File: config.mk
export PLATFORM = sky130hd
export DESIGN_NAME = output_port_ctrl
export DESIGN_NICKNAME = d
export VERILOG_FILES = /design/src/rtl/noc_pkg.sv /design/src/rtl/rr_arbiter.sv /design/src/rtl/output_port_ctrl.sv
export SDC_FILE = /design/constraint.sdc
export NUM_CORES = 1
export LEC_CHECK = 0
export CORE_MARGIN = 4
export CORE_UTILIZATION = 50
export DETAILED_ROUTE_END_ITERATION = 8
export PLACE_DENSITY_LB_ADDON = 0.3
export SYNTH_ARGS = -nofsm -noshare
export SYNTH_HDL_FRONTEND = slang
export SYNTH_SLANG_ARGS = --single-unit
File: constraint.sdc
create_clock -name clk -period 7.9 [get_ports clk]
set_input_delay 0.79 -clock clk [delete_from_list [all_inputs] [get_ports clk]]
set_output_delay 0.79 -clock clk [all_outputs]
set_load 0.1 [all_outputs]
File: src/rtl/noc_pkg.sv
// Shared router definitions: port index names and buffer/credit sizing helpers.
// No logic; constants and constant functions only.
// Not applicable (no flow control in a package).
package noc_pkg;

    // Router port indices, used to set PORT_ID on each output port instance
    localparam int PORT_LOCAL = 0;
    localparam int PORT_N     = 1;
    localparam int PORT_E     = 2;
    localparam int PORT_S     = 3;
    localparam int PORT_W     = 4;
    localparam int PORT_UP    = 5;
    localparam int PORT_DOWN  = 6;

    // Downstream buffer depth for an address width of b bits
    function automatic int depth_of(input int b);
        return 1 << b;
    endfunction

    // Bits needed to hold a credit count in 0..depth_of(b), i.e. b+1
    function automatic int credit_width(input int b);
        return $clog2((1 << b) + 1);
    endfunction

endpackage

File: src/rtl/rr_arbiter.sv
// Round-robin arbiter: one-hot grant to the first requester at or after the pointer.
// Grant is combinational in the request cycle; pointer moves past the winner on the next edge.
// enable low suppresses the grant and freezes the pointer.
module rr_arbiter #(
    parameter int P = 7
) (
    input  logic         clk,
    input  logic         rst_n,
    input  logic [P-1:0] req,
    input  logic         enable,
    output logic [P-1:0] grant
);

    localparam int           PW  = (P > 1) ? $clog2(P) : 1;
    localparam logic [P-1:0] ONE = P'(1);

    logic [PW-1:0] ptr_q;
    logic [PW-1:0] ptr_d;
    logic [PW-1:0] win_idx;
    logic [PW:0]   idx_ext;
    logic          found;

    // Scan from ptr upward with wrap; first set request bit wins
    always_comb begin
        found   = 1'b0;
        win_idx = ptr_q;
        idx_ext = '0;
        for (int off = 0; off < P; off++) begin
            idx_ext = {1'b0, ptr_q} + (PW+1)'(off);
            if (idx_ext >= (PW+1)'(P)) begin
                idx_ext = idx_ext - (PW+1)'(P);
            end
            if (!found && req[idx_ext[PW-1:0]]) begin
                found   = 1'b1;
                win_idx = idx_ext[PW-1:0];
            end
        end
        grant = (enable && found) ? (ONE << win_idx) : '0;
        ptr_d = ptr_q;
        if (enable && found) begin
            ptr_d = (win_idx == PW'(P-1)) ? '0 : win_idx + 1'b1;
        end
    end

    // Pointer register; reset starts the search at requester 0
    always_ff @(posedge clk or negedge rst_n) begin
        if (!rst_n) begin
            ptr_q <= '0;
        end else begin
            ptr_q <= ptr_d;
        end
    end

endmodule

File: src/rtl/output_port_ctrl.sv
// Output port controller: arbitrates inputs for this output, drives the credit link downstream.
// Grant same cycle as request; flit appears on the link one cycle after its grant.
// No grant while credits are zero; downstream flit_rel pulses refill credits.
module output_port_ctrl
    import noc_pkg::*;
#(
    parameter int FW      = 64,
    parameter int P       = 7,
    parameter int B       = 4,
    parameter int PORT_ID = PORT_LOCAL
) (
    input  logic          clk,
    input  logic          rst_n,
    input  logic [P-1:0]  req_in,
    output logic [P-1:0]  grant_out,
    input  logic [FW-1:0] flit_from_xbar,
    output logic          flit_out_wr,
    output logic [FW-1:0] flit_out,
    input  logic          credit_in,
    output logic [B:0]    credit_cnt,
    output logic          credit_err
);

    localparam logic [B:0]   DEPTH_C   = (B+1)'(depth_of(B));
    localparam logic [P-1:0] SELF_MASK = P'(1) << PORT_ID;

    logic [P-1:0]  eligible;
    logic          credit_ok;
    logic          grant_vld;

    logic [B:0]    credit_q, credit_d;
    logic          err_q, err_d;
    logic          flit_wr_q, flit_wr_d;
    logic [FW-1:0] flit_q, flit_d;

    // A port never routes back to itself, and nothing is granted without a downstream slot
    assign eligible  = req_in & ~SELF_MASK;
    assign credit_ok = (credit_q != '0);

    rr_arbiter #(.P(P)) u_arb (
        .clk    (clk),
        .rst_n  (rst_n),
        .req    (eligible),
        .enable (credit_ok),
        .grant  (grant_out)
    );

    assign grant_vld = |grant_out;

    // Credit accounting and link register next-state
    always_comb begin
        credit_d  = credit_q;
        err_d     = err_q;
        flit_wr_d = grant_vld;
        flit_d    = grant_vld ? flit_from_xbar : flit_q;
        unique case ({grant_vld, credit_in})
            2'b10: credit_d = credit_q - 1'b1;
            2'b01: begin
                if (credit_q == DEPTH_C) begin
                    err_d = 1'b1;
                end else begin
                    credit_d = credit_q + 1'b1;
                end
            end
            default: credit_d = credit_q;
        endcase
    end

    // State registers; reset drops any in-flight write and refills credits to full depth
    always_ff @(posedge clk or negedge rst_n) begin
        if (!rst_n) begin
            credit_q  <= DEPTH_C;
            err_q     <= 1'b0;
            flit_wr_q <= 1'b0;
            flit_q    <= '0;
        end else begin
            credit_q  <= credit_d;
            err_q     <= err_d;
            flit_wr_q <= flit_wr_d;
            flit_q    <= flit_d;
        end
    end

    assign credit_cnt  = credit_q;
    assign credit_err  = err_q;
    assign flit_out_wr = flit_wr_q;
    assign flit_out    = flit_q;

endmodule

# Yosys cells after proc, flatten, opt, wreduce, memory -nomap -nowiden
# Index checks and enable logic that the tools add are counted.
word_totals:
  regBits: 74
  out_inout_bits: 78
op_classes:
  n_addsub: 16
  n_lt_le_gt_ge: 14
  eq_ne: 5
  shift: 1
  mux: 39
  n_reduce_logical: 18
op_table:
  columns: ["operator", "count"]
  rows:
  - ["$mux 3", 15]
  - ["$lt 3x4->1 const B", 7]
  - ["$ge 4x3->1 const B", 6]
  - ["$bmux 1 s3", 7]
  - ["$sub 3x3->3 const B", 7]
  - ["$mux 1", 14]
  - ["$add 3x3->4 const B", 3]
  - ["$pmux 5 s2", 1]
  - ["$add 3x2->4 const B", 2]
  - ["$logic_and 1x1->1", 7]
  - ["$mux 7", 1]
  - ["$reduce_or 7->1", 1]
  - ["$shl 1x3->7 const A", 1]
  - ["$logic_not 1->1", 6]
  - ["$add 5x1->5 const B", 1]
  - ["$eq 5x5->1 const B", 1]
  - ["$mux 5", 1]
  - ["$reduce_bool 5->1", 1]
  - ["$sub 5x1->5 const B", 1]
  - ["$add 3x1->4 const B", 1]
  - ["$reduce_and 2->1", 2]
  - ["$add 3x1->3 const B", 1]
  - ["$eq 3x3->1 const B", 1]
  - ["$ge 3x3->1 const B", 1]
  - ["other kinds (4)", 4]

# Logic depth before layout (Yosys ltp)
logic_depth:
  ltp_word: 29
  depth_mapped: 20
  depth_no_buf: 18

# Modules after synthesis
# A second synthesis with hierarchy kept.
hier_totals:
  cells_unflattened: 614
  hier_area_um2: 5121.2
by_module_without_submodules:
  columns: ["mod", "n_inst", "cells_each", "area_per_inst_um2", "seq_area_each_um2"]
  rows:
  - ["output_port_ctrl", 1, 314, 2844.0, 1778.0]
  - ["rr_arbiter", 1, 300, 2277.2, 75.1]

# Least setup slack after synthesis
# Ideal clock, no wire load.
synth_timing:
  kind: "register to output"
  start: "reg u_arb.ptr_q[1]"
  end: "out grant_out[4]"
  arrival_ns: 5.335
  required_time_ns: 7.110
  slack_ns: 1.775
  stages_incl_launch_ff: 16
  path_cell_list: "dfrtp_1 buf_2 inv_1 ha_1 inv_1 fa_1 mux2_2 a2111oi_0 a31oi_1 o31ai_2 nor2b_1 o21ai_0 a21oi_1 o31ai_2 nand2_1 nor3_1"
synth_between:
  elab_chain_cells: 25
  word_cells_on_any_way: 70
synth_lines:
  columns: ["item", "line_no", "rtl"]
  rows:
  - ["start, declared", "rr_arbiter.sv:17", "logic [PW-1:0] ptr_q;"]
  - ["start signal, assigned", "rr_arbiter.sv:50", "ptr_q <= ptr_d;"]
  - ["parallel branches: the longest is 24 deep, another holds $add 3x1->4", null, null]
  - ["$mux 7 *", "rr_arbiter.sv:38", "grant = (enable && found) ? (ONE << win_idx) : '0;"]
  - ["end, declared", "output_port_ctrl.sv:15", "output logic [P-1:0] grant_out,"]
# Mark *: on every way between the ends. The select of a mux whose other input is x is not followed.

# Worst setup path after layout
# Same ends and word-level chain as after synthesis.

==> run_results.csv <==
group,metric,value,unit
outcome,status,"complete, no violations",
routing,drc,0,
yosys,postSynthNetCount,496,
worst_setup_path,cp.required,7110,ps
routing,routed_via_density,5.724,
job,cap_violations,0,
clocking,cts-root-buf,"clkbuf_8",
die,fp.dieH,103.8,um
routing,ant_nets,0,
final_layout,seqCellArea,0.001853,sq mm
clocking,tritoncts,"built",
sta,finalCritPeriodShare,0.7660,
final_layout,antennaDiodeCount,0,
yosys,yosysSeqAreaShare,0.4034,
clocking,clkTransAtPathRegs,70,ps
global_routing,grt_max_degree,75,
clocking,cts_made_buffers,9,
global_routing,antenna_found_initial,0,
final_layout,layout_commonest_cell,"clkdlybuf4s50_1",
clocking,clock_path_buffers,2,
worst_setup_path,critPathArrivalTime,5260,ps
clocking,post_cts_resized,0,
die,die_width,103.8,um
routing,via_count,3755,
final_layout,multi_input_area,0.002545,sq mm
worst_setup_path,critPathMaxFanout,32,
sta,worst_pin_slew,1046,ps
place,gp_congestion,0.8164,
sta,fin_skew,15.34,ps
yosys,ys_ff_latch,74,
clocking,clkLatencyLatePin,340,ps
die,core-area,0.008848,sq mm
worst_hold_path,hp-class,"reg2reg",
final_layout,syn2layout_area_growth,36.67,%
clocking,hold_buffers,0,
yosys,ys.flop_type,"dfrtp_1",
sta,max_freq,0.1652,GHz
sta,fin_crit,6052,ps
worst_setup_path,worstSetupPathType,"reg2out",
place,pre_cts_ws,2265,ps
clocking,cts_max_level,3,
sta,setup_viol,0,
routing,first_iter_violations,169,
worst_setup_path,cp-start-kind,"register",
routing,drt-total-wl,12.74,mm
die,rows,34,
global_routing,grt_first_pass_wirelength,20.47,mm
place,io_buffers,149,
global_routing,grt_use_total,0.2350,
sta,rsz0062_at_grt,"no",
yosys,synth_async_sr_flop_share,1.000,
sta,final_hold_viol_count,0,
yosys,synth-edff-count,0,
global_routing,grt_pass1_vias,3990,
yosys,netlist_instances,405,
routing,drt_pass1_iterations,4,
sta,slew_headroom,0.3005,
die,io_pins,152,
routing,wl_per_cell,19.42,um
sta,slew_viol_final,0,
yosys,synth_cell_types,75,
clocking,cts_sinks,74,
yosys,synth.cell_area,0.004593,sq mm
place,dpl_cell_area,0.006076,sq mm
final_layout,layout_common_cells,"clkdlybuf4s50_1, mux2_2, dfrtp_1",
sta,tns,0,ps
yosys,syn_area_per_cell,11.34,sq um
final_layout,n_fill_cell,634,
worst_setup_path,worstSetupEndpointType,"output pin",
die,die_area,0.01078,sq mm
final_layout,fin_nets,634,
place,dp_hpwl,9.544,mm
final_layout,final_cell_area,0.006277,sq mm
yosys,yosysWarnings,0,
clocking,post_cts_buffers,0,
sta,finalWorstSetupSlack,1848,ps
die,initial_core_util,0.5191,
global_routing,grt_overflow,0,
final_layout,drive_above_1_share,0.2299,
flip-flops by register name (all words and copies together), names as in the netlist:
name / flops
credit_err: 1
flit_out: 64
u_arb.ptr_q: 3
credit_cnt: 5
flit_out_wr: 1
metrics by stage:
stage,instances,hold slack (ps),util
floorplan,405,494.4,-
global placement,640,465.7,0.6867
detailed placement,640,479.9,0.6867
CTS,656,495.8,0.7094
global route,656,528.1,0.7094
finish,656,488.1,0.7094
path summary, 6_finish.rpt:
kind,start,cells past startpoint,slack (ps),end
hold / removal,credit_err,1,490,credit_err
max in group asynchronous,rst_n,2,6630,flit_out[1]
setup / recovery,u_arb.ptr_q[1],12,1850,grant_out[4]
min in group asynchronous,rst_n,2,650,flit_out[5]
hold reg to reg,credit_err,1,490,credit_err
setup reg to reg,u_arb.ptr_q[1],15,2490,credit_cnt[4]
synth_stat cells, types with 3 or more instances:
library cell  number  area, sq um
a211o_1            3        26.28
nand2_1           19        71.32
clkbuf_1           5        18.77
nor3b_1            4        30.03
nand2b_1           4        25.02
a211oi_1           9        67.56
nor3_1             9        45.04
buf_4              9        67.56
a21o_1             3        22.52
o21ai_0           13        65.06
dfrtp_1           73         1827
o31ai_2            3        37.54
a221o_1            3        30.03
xor2_1             3        26.28
nor2_1            12        45.04
mux2i_1           18        180.2
xnor2_1            5        43.79
buf_2              8        40.04
o31ai_1            4        30.03
and3_1             5        31.28
a21oi_1           14        70.07
nand3b_1           4        30.03
inv_1             11        41.29
o21a_1             5        37.54
ha_1              15        187.7
nand3_1            8        40.04
nor2b_1            3        18.77
mux2_2            74        833.3
final cells by class:
class                           count  share of cell area
Timing Repair Buffer              152              0.2380
Clock buffer                       10             0.02193
Clock inverter                      6             0.01017
Inverter                           13            0.007774
Tap cell                          108             0.02153
Sequential cell                    74              0.2952
Multi-Input combinational cell    293              0.4054
layer usage:
metal,vias to the layer above,global-route usage,wire length [um]
met5,-,0,0
met2,138,0.3997,6400
li1,1775,-,-
met4,0,0.08547,315
met1,1820,0.2688,4869
met3,22,0.09080,1154
logic make-up (layout without fill, tap and decap cells):
kind of cell    after synthesis  count (layout)  synth area share
other cells                   1               1         0.0008164
xor+xnor                     10              10           0.02479
compound gates               90              90            0.1509
mux                          95              95            0.2315
buf+inv                      38             181           0.04249
simple gates                 80              80           0.09643
fa+ha+maj                    17              17           0.04958
flops                        74              74            0.4034
worst max-delay path: stages (launching register included):
cell and delay, ps:
dfrtp_1 740, inv_1 380, ha_1 1070, mux2i_1 320, or4b_1 610, o311a_2 190
and3_4 220, nand2b_4 110, o22ai_4 120, inv_2 480, nand2_1 140, nor3_1 190
buf_4 330
Power is left out: the tool's default activity adds up to more than one toggle a clock period on the data nets, which glitch-free logic cannot reach.
